<file path="config.mk">
export PLATFORM = sky130hd
export DESIGN_NAME = seq_mul
export DESIGN_NICKNAME = d
export VERILOG_FILES = /design/src/rtl/seq_mul.sv
export SDC_FILE = /design/constraint.sdc
export NUM_CORES = 1
export LEC_CHECK = 0
export CAP_MARGIN = 20
export CORE_MARGIN = 2
export CORE_UTILIZATION = 40
export DETAILED_ROUTE_END_ITERATION = 10
export PLACE_DENSITY = 0.71
export REMOVE_ABC_BUFFERS = 1
export SYNTH_ARGS = -nofsm -noshare
export SYNTH_HDL_FRONTEND = slang
export SYNTH_SLANG_ARGS = --single-unit
</file>
<file path="constraint.sdc">
create_clock -name clk -period 5.5 [get_ports clk]
set_clock_uncertainty 0.2 [all_clocks]
set_input_delay 1.1 -clock clk [delete_from_list [all_inputs] [get_ports clk]]
set_output_delay 1.1 -clock clk [all_outputs]
set_load 0.01 [all_outputs]
</file>
<file path="src/rtl/seq_mul.sv">
// Sequential shift-add multiplier: one partial product per clock, valid/ready on both sides.
// Two's-complement mode is built only when SEQ_MUL_SIGNED_EN is defined; otherwise signed_mode is ignored.
//
// state | meaning
// IDLE  | waiting for operands, in_ready=1
// RUN   | retiring one partial product per edge
// DONE  | Product valid, waiting for out_ready
module seq_mul #(
  parameter int WIDTH = 16
) (
  input  logic               clk,
  input  logic               rst_n,
  input  logic               in_valid,
  output logic               in_ready,
  input  logic [WIDTH-1:0]   A,
  input  logic [WIDTH-1:0]   B,
  input  logic               signed_mode,
  output logic               out_valid,
  input  logic               out_ready,
  output logic [2*WIDTH-1:0] Product,
  output logic               busy
);

  localparam int CW = $clog2(WIDTH + 1);
  localparam logic [CW-1:0] LAST = CW'(WIDTH - 1);

  typedef enum logic [1:0] {S_IDLE, S_RUN, S_DONE} state_t;

  state_t state, state_nxt;

  logic [WIDTH-1:0] a_reg;
  logic [WIDTH-1:0] b_shift;
  logic [CW-1:0]    count;
  logic [WIDTH:0]   acc_hi;
  logic [WIDTH-1:0] acc_lo;
  logic             sgn;

  logic [WIDTH:0]   a_ext;
  logic [WIDTH:0]   partial;
  logic [WIDTH+1:0] hi_ext;
  logic [WIDTH+1:0] part_ext;
  logic [WIDTH+1:0] sum;
  logic [WIDTH:0]   acc_hi_nxt;
  logic [WIDTH-1:0] acc_lo_nxt;
  logic             last;

`ifdef SEQ_MUL_SIGNED_EN
  logic sgn_reg;
  assign sgn = sgn_reg;
`else
  logic unused_signed_mode;
  assign unused_signed_mode = signed_mode;
  assign sgn = 1'b0;
`endif

  // State register
  always_ff @(posedge clk) begin
    if (!rst_n) state <= S_IDLE;
    else        state <= state_nxt;
  end

  // Next-state logic
  always_comb begin
    state_nxt = state;
    case (state)
      S_IDLE: if (in_valid)       state_nxt = S_RUN;
      S_RUN:  if (count == LAST)  state_nxt = S_DONE;
      S_DONE: if (out_ready)      state_nxt = S_IDLE;
      default:                    state_nxt = S_IDLE;
    endcase
  end

  // Output logic
  always_comb begin
    in_ready  = 1'b0;
    out_valid = 1'b0;
    busy      = 1'b0;
    case (state)
      S_IDLE: in_ready = 1'b1;
      S_RUN:  busy     = 1'b1;
      S_DONE: begin
        out_valid = 1'b1;
        busy      = 1'b1;
      end
      default: in_ready = 1'b0;
    endcase
  end

  // One shift-add step; in signed mode the MSB of B carries negative weight, so it is subtracted.
  always_comb begin
    last       = (count == LAST);
    a_ext      = sgn ? {a_reg[WIDTH-1], a_reg} : {1'b0, a_reg};
    partial    = b_shift[0] ? a_ext : '0;
    hi_ext     = {sgn & acc_hi[WIDTH], acc_hi};
    part_ext   = {sgn & partial[WIDTH], partial};
    sum        = (sgn && last) ? (hi_ext - part_ext) : (hi_ext + part_ext);
    acc_hi_nxt = sum[WIDTH+1:1];
    acc_lo_nxt = {sum[0], acc_lo[WIDTH-1:1]};
  end

  always_ff @(posedge clk) begin
    if (!rst_n) begin
      a_reg   <= '0;
      b_shift <= '0;
      count   <= '0;
      acc_hi  <= '0;
      acc_lo  <= '0;
      Product <= '0;
`ifdef SEQ_MUL_SIGNED_EN
      sgn_reg <= 1'b0;
`endif
    end else begin
      case (state)
        S_IDLE: begin
          if (in_valid) begin
            a_reg   <= A;
            b_shift <= B;
            count   <= '0;
            acc_hi  <= '0;
            acc_lo  <= '0;
`ifdef SEQ_MUL_SIGNED_EN
            sgn_reg <= signed_mode;
`endif
          end
        end
        S_RUN: begin
          acc_hi  <= acc_hi_nxt;
          acc_lo  <= acc_lo_nxt;
          b_shift <= {1'b0, b_shift[WIDTH-1:1]};
          count   <= count + CW'(1);
          if (last) Product <= {acc_hi_nxt[WIDTH-1:0], acc_lo_nxt};
        end
        default: ;
      endcase
    end
  end

endmodule

</file>
==> flow_summary.yaml, run 1 <==
floorplanning:
  die-width_um: 115
  num_io_pins: 72
  initial_utilization_pct: 40.9
  die-area_um2: 13200
  die_height_um: 115
  core_area_um2: 12000
  std_cell_rows: 40
clocking:
  ctsResizeCount: 0
  worst_setup_hold_path_clk_slew_ns: 0.07
  post_cts.repair.setup_buffers: 0
  cts_num_sinks: 103
  clock_tree_from_tritoncts: "built"
  cts-hold-fix-buffers: 0
  cts-root-buf: "clkbuf_16"
  cts_buffers: 9
  insertion_delay_ns: 0.35
  max-clock-path-buffers: 2
  cts_max_level: 3
worst_setup_path:
  worstSetupStartpointType: "primary input"
  required_ns: 5.57
  crit_fanout: 24
  critical_path.endpoint_type: "flip-flop"
  worstPathArrival_ns: 3.41
  crit_type: "primary input to flip-flop"
layout:
  finalCoreUtilization_pct: 49.5
  synthToLayoutAreaGrowth_pct: 21.0
  final_layout_size_suffix_gt1_share_pct: 5.66
  final_common_cell: "dfxtp_1"
  largest_registers: "Product: 32 flops, acc_hi: 17 flops"
  largest_reg_flops: 32
  regMostFlops: "Product"
  layout_common_cells: "103 x dfxtp_1, 95 x nand2_1, 81 x nor2_1"
  finish.net_count: 708
  antenna-diode-count: 0
yosys:
  mappedNetlistArea_um2: 4910
  syn_area_per_cell_um2: 8.11
  post_synth_inst_count: 606
  synth_enable_flop_cells: 0
  synth-async-reset-ratio_pct: 0
  yosysSeqAreaShare_pct: 42.0
  ys_ff_latch: 103
  synth-warning-count: 0
  netlist-cell-type-count: 51
  dominantRegCellSynth: "dfxtp_1"
sta:
  maximum_frequency_from_static_timing_analysis_mhz: 299
  tightestPinTransition_ns: 0.643
  timing.final.max_slew_violations: 0
  post-route-period-util_pct: 60.7
  max_slew_margin_pct: 57.1
  setup_viol: 0
  final.min_clock_period_ns: 3.34
  setup_total_negative_slack_ns: 0
  hold_viol: 0
  rsz0062_at_grt: "no"
place:
  hpwl_reported_at_the_end_of_detailed_placement_um: 7740
  io_buffer_count: 70
  finalWeightedCongestion: 0.867
power_and_ir_drop:
  power.leakage_uw: 0.00229
  sequentialPowerShare_pct: 41.2
  ir_drop_mv: 0.354
  p_switching_uw: 776
  combinationalPowerShare_pct: 29.6
  power.share.switching_pct: 35.2
  powerDensity_nw_per_um2: 370
  clock_power_share_pct: 29.1
  internal-power_uw: 1430
global_route:
  globalRouteOverflowTotal: 0
  globalRoute.busiestLayer: "met2"
  grtUsageMet1_pct: 23.6
  first_global_vias: 4076
  grt_met2_usage_pct: 28.8
  track_usage_pct: 17.7
  grt_pass1_wl_um: 18900
  grtUsageMet3_pct: 2.69
  pin_count_of_the_biggest_net_entering_global_routing: 38
  antenna_found_initial: 0
run:
  max_cap_violations: 0
drt:
  post_drt_via_cell_ratio: 5.34
  drtPass1Iterations: 5
  drt_drc_violations_left: 0
  ant_nets: 0
  finalWirelength_um: 11300
  dr.first_iter.drc_count: 208
  num_vias: 4274
  wl_per_cell_um: 14.1
worst_hold_path:
  holdCritPathClass: "flip-flop to flip-flop"
status:
  status: "finished, final reports clean"
## cells in the mapped netlist, types with 6 or more instances
master / instances / area share, %
a21oi_1: 50 / 5.1
a22oi_1: 24 / 3.7
a31oi_1: 17 / 2.2
and2_1: 21 / 2.7
clkbuf_1: 36 / 2.8
dfxtp_1: 103 / 42
ha_1: 21 / 5.3
inv_1: 23 / 1.8
nand2_1: 95 / 7.3
nand3_1: 20 / 2.0
nand4_1: 6 / 0.76
nor2_1: 81 / 6.2
o21ai_0: 20 / 2.0
o221ai_1: 17 / 3.0
xnor2_1: 8 / 1.4
xor2_1: 7 / 1.2
## cell type report
type	instances	area, um^2
Fill cell	1162	6070
Tap cell	147	184
Clock buffer	10	229
Timing Repair Buffer	79	768
Multi-Input combinational cell	433	2550
Clock inverter	6	68.8
Sequential cell	103	2060
Inverter	23	86.3
## metrics by stage
step	cells	hold WS [ns]	worst slack, ns	total power, uW	cell area (um^2)
global placement	785	0.238	1.89	1550	5650
detailed placement	785	0.244	1.78	1580	5650
global route	801	0.269	1.90	2330	5950
floorplan	559	0.232	1.90	1340	4690
finish	801	0.251	2.16	2200	5950
CTS	801	0.253	2.15	2220	5950
## routing by layer
layer | wire length, um | part of all wire (%)
met5 | 0 | 0
met4 | 182 | 1.6
met3 | 585 | 5.2
met2 | 5020 | 44
met1 | 5510 | 49
## power groups by stage
stage / clock [uW] / sequential [uW] / combinational [uW]
after floorplan: 0 / 901 / 439
after global placement: 0 / 919 / 629
after detailed placement: 0 / 924 / 651
after CTS: 654 / 908 / 654
after global routing: 685 / 921 / 728
final: 642 / 908 / 653
## kinds of logic after synthesis
logic type	count (synthesis)	synth area share, %
flip-flops	103	42.0
AO/OA/AOI/OAI	150	20.5
multiplexers	5	1.04
AND/OR/NAND/NOR	241	21.8
XOR/XNOR	15	2.67
adder cells (fa/ha/maj)	22	5.76
buffers and inverters	70	6.24
## critical path, cell delays in order
cell,delay (ns)
clkdlybuf4s50_1,0.86
nand2b_1,0.19
buf_4,0.25
and2_1,0.16
buf_4,0.28
nand2_1,0.28
o21ai_0,0.27
## path summary, 6_finish.rpt
check / from / endpoint / slack [ns] / depth (start not counted)
worst min register to register: a_reg[7]$_SDFFE_PN0P_ / a_reg[7]$_SDFFE_PN0P_ / 0.25 / 2
worst max register to register: b_shift[0]$_SDFFE_PN0P_ / acc_hi[15]$_SDFFE_PN0P_ / 2.45 / 9
worst min-delay path: a_reg[7]$_SDFFE_PN0P_ / a_reg[7]$_SDFFE_PN0P_ / 0.25 / 2
worst max-delay path: in_valid / acc_hi[8]$_SDFFE_PN0P_ / 2.16 / 7
No activity file was read; power rests on OpenSTA's default activity.
==> inputs of run 2 (changes only) <==
clock period = 3.5 ns   (was 5.5 ns; I/O delays follow)
==> flow_summary.yaml, run 2 (same netlist as run 1, synthesis figures left out) <==
worst_setup_path:
  r2r_slack_ns: 0.59
  critical-path-top-delay-family: "compound AO/OA/AOI/OAI gates"
  required_ns: 3.52
  crit_path_cell_trace: "and2_1 -> ha_1 -> fa_1 -> a21o_1 -> a221oi_2 -> o21ai_2 -> a41oi_2 -> xor2_1 -> o21ai_0"
  cp_slowest_stage_delay_ns: 0.41
  critPathLaunch: "b_shift[0]$_SDFFE_PN0P_"
  worst_r2r_startpoint: "b_shift[0]$_SDFFE_PN0P_"
  timing.critical_path.buf_inv: 0
  worstPathArrival_ns: 2.92
  crit_type: "flip-flop to flip-flop"
  crit_fanout: 10
  worstSetupStartpointType: "flip-flop"
  worst_path_max_delay_cell: "fa_1"
  critical_path.endpoint_type: "flip-flop"
sta:
  max_slew_margin_pct: 52.4
  tightestPinTransition_ns: 0.714
  timing.final.max_slew_violations: 0
  post-route-period-util_pct: 83.1
  hold_viol: 0
  maximum_frequency_from_static_timing_analysis_mhz: 344
  hold_slack_ns: 0.251
  final.min_clock_period_ns: 2.91
  rsz0062_at_grt: "no"
  setup_viol: 0
power_and_ir_drop:
  p_switching_uw: 1220
  combinationalPowerShare_pct: 29.2
  power.share.switching_pct: 33.7
  internal-power_uw: 2390
  powerDensity_nw_per_um2: 600
  sequentialPowerShare_pct: 39.3
  ir_drop_mv: 0.433
  clock_power_share_pct: 31.5
  power.leakage_uw: 0.00232
place:
  io_buffer_count: 70
  hpwl_reported_at_the_end_of_detailed_placement_um: 8160
  finalWeightedCongestion: 0.864
status:
  status: "finished, final reports clean"
clocking:
  max-clock-path-buffers: 2
  ctsResizeCount: 0
  cts_num_sinks: 103
  post_cts.repair.setup_buffers: 0
  cts_max_level: 3
  cts-root-buf: "clkbuf_16"
  cts_buffers: 9
  clock_tree_from_tritoncts: "built"
  cts-hold-fix-buffers: 0
  worst_setup_hold_path_clk_slew_ns: 0.07
  insertion_delay_ns: 0.34
worst_hold_path:
  hold_start: "a_reg[7]$_SDFFE_PN0P_"
  holdCritPathClass: "flip-flop to flip-flop"
layout:
  final_layout_size_suffix_gt1_share_pct: 6.09
  finish.net_count: 712
  layout_common_cells: "103 x dfxtp_1, 95 x nand2_1, 81 x nor2_1"
  regMostFlops: "Product"
  finalCoreUtilization_pct: 50.1
  largest_reg_flops: 32
  fillCellCount: 1171
  largest_registers: "Product: 32 flops, acc_hi: 17 flops"
  final_common_cell: "dfxtp_1"
  antenna-diode-count: 0
  synthToLayoutAreaGrowth_pct: 22.4
drt:
  wl_per_cell_um: 14.4
  num_vias: 4319
  post_drt_via_cell_ratio: 5.37
  drt_drc_violations_left: 0
  ant_nets: 0
  dr.first_iter.drc_count: 197
  finalWirelength_um: 11600
  drtPass1Iterations: 4
global_route:
  grt_pass1_wl_um: 19100
  globalRouteOverflowTotal: 0
  track_usage_pct: 17.9
  antenna_found_initial: 0
  first_global_vias: 4105
  pin_count_of_the_biggest_net_entering_global_routing: 36
run:
  max_cap_violations: 0
floorplanning:
  die-area_um2: 13200
  num_io_pins: 72
  die_height_um: 115
  std_cell_rows: 40
  core_area_um2: 12000
  die-width_um: 115
  initial_utilization_pct: 40.9
## run 2: cell types whose count changed in the layout (fill, tap and decap cells not counted)
cell / change
inv_8: -1
clkinvlp_4: +1
bufinv_16: +2
clkinv_2: -2
clkinv_4: -1
buf_4: +4
## run 2: worst paths after layout
path | end | depth (start not counted)
setup / recovery | acc_hi[15]$_SDFFE_PN0P_ | 9
hold / removal | a_reg[7]$_SDFFE_PN0P_ | 2
setup reg to reg | acc_hi[15]$_SDFFE_PN0P_ | 9
hold reg to reg | a_reg[7]$_SDFFE_PN0P_ | 2
## run 2: per-stage QoR
stage	setup WS (ns)	area, um^2	cells	power, uW	setup TNS (ns)
finish	0.591	6010	804	3610	0
global placement	0.614	5680	789	2450	0
floorplan	-0.0993	4690	559	2110	-0.0993
detailed placement	0.561	5680	789	2490	0
CTS	0.575	6010	804	3630	0
global route	0.406	6010	804	3810	0
## run 2: layout make-up
cell class	instances	area [um^2]	share of cell area [%]
clock buffer	10	229	3.81
timing repair buffer	83	798	13.3
inverter	23	86.3	1.44
multi-input combinational	433	2550	42.4
sequential	103	2060	34.3
tap	147	184	3.06
clock inverter	5	106	1.77
## run 2: layer usage
metal  wire length (um)  vias up  global-route usage [%]
met4                135        0                    5.30
li1                   -     2191                       -
met3                541       10                    4.27
met1               5390     2008                    23.4
met2               5510      110                    29.4
met5                  0        -                       0
## run 2: worst min-delay path, stage by stage, from the launching register on
cell and delay [ns]:
dfxtp_1 0.30, nand2_1 0.05, a21oi_1 0.05
## run 2: power groups by stage
stage / sequential [uW] / clock (uW) / combinational [uW]
2_1_floorplan: 1420 / 0 / 690
3_3_place_gp: 1430 / 0 / 1010
3_5_place_dp: 1440 / 0 / 1050
4_1_cts: 1410 / 1160 / 1060
5_1_grt: 1430 / 1210 / 1170
6_report: 1420 / 1140 / 1050
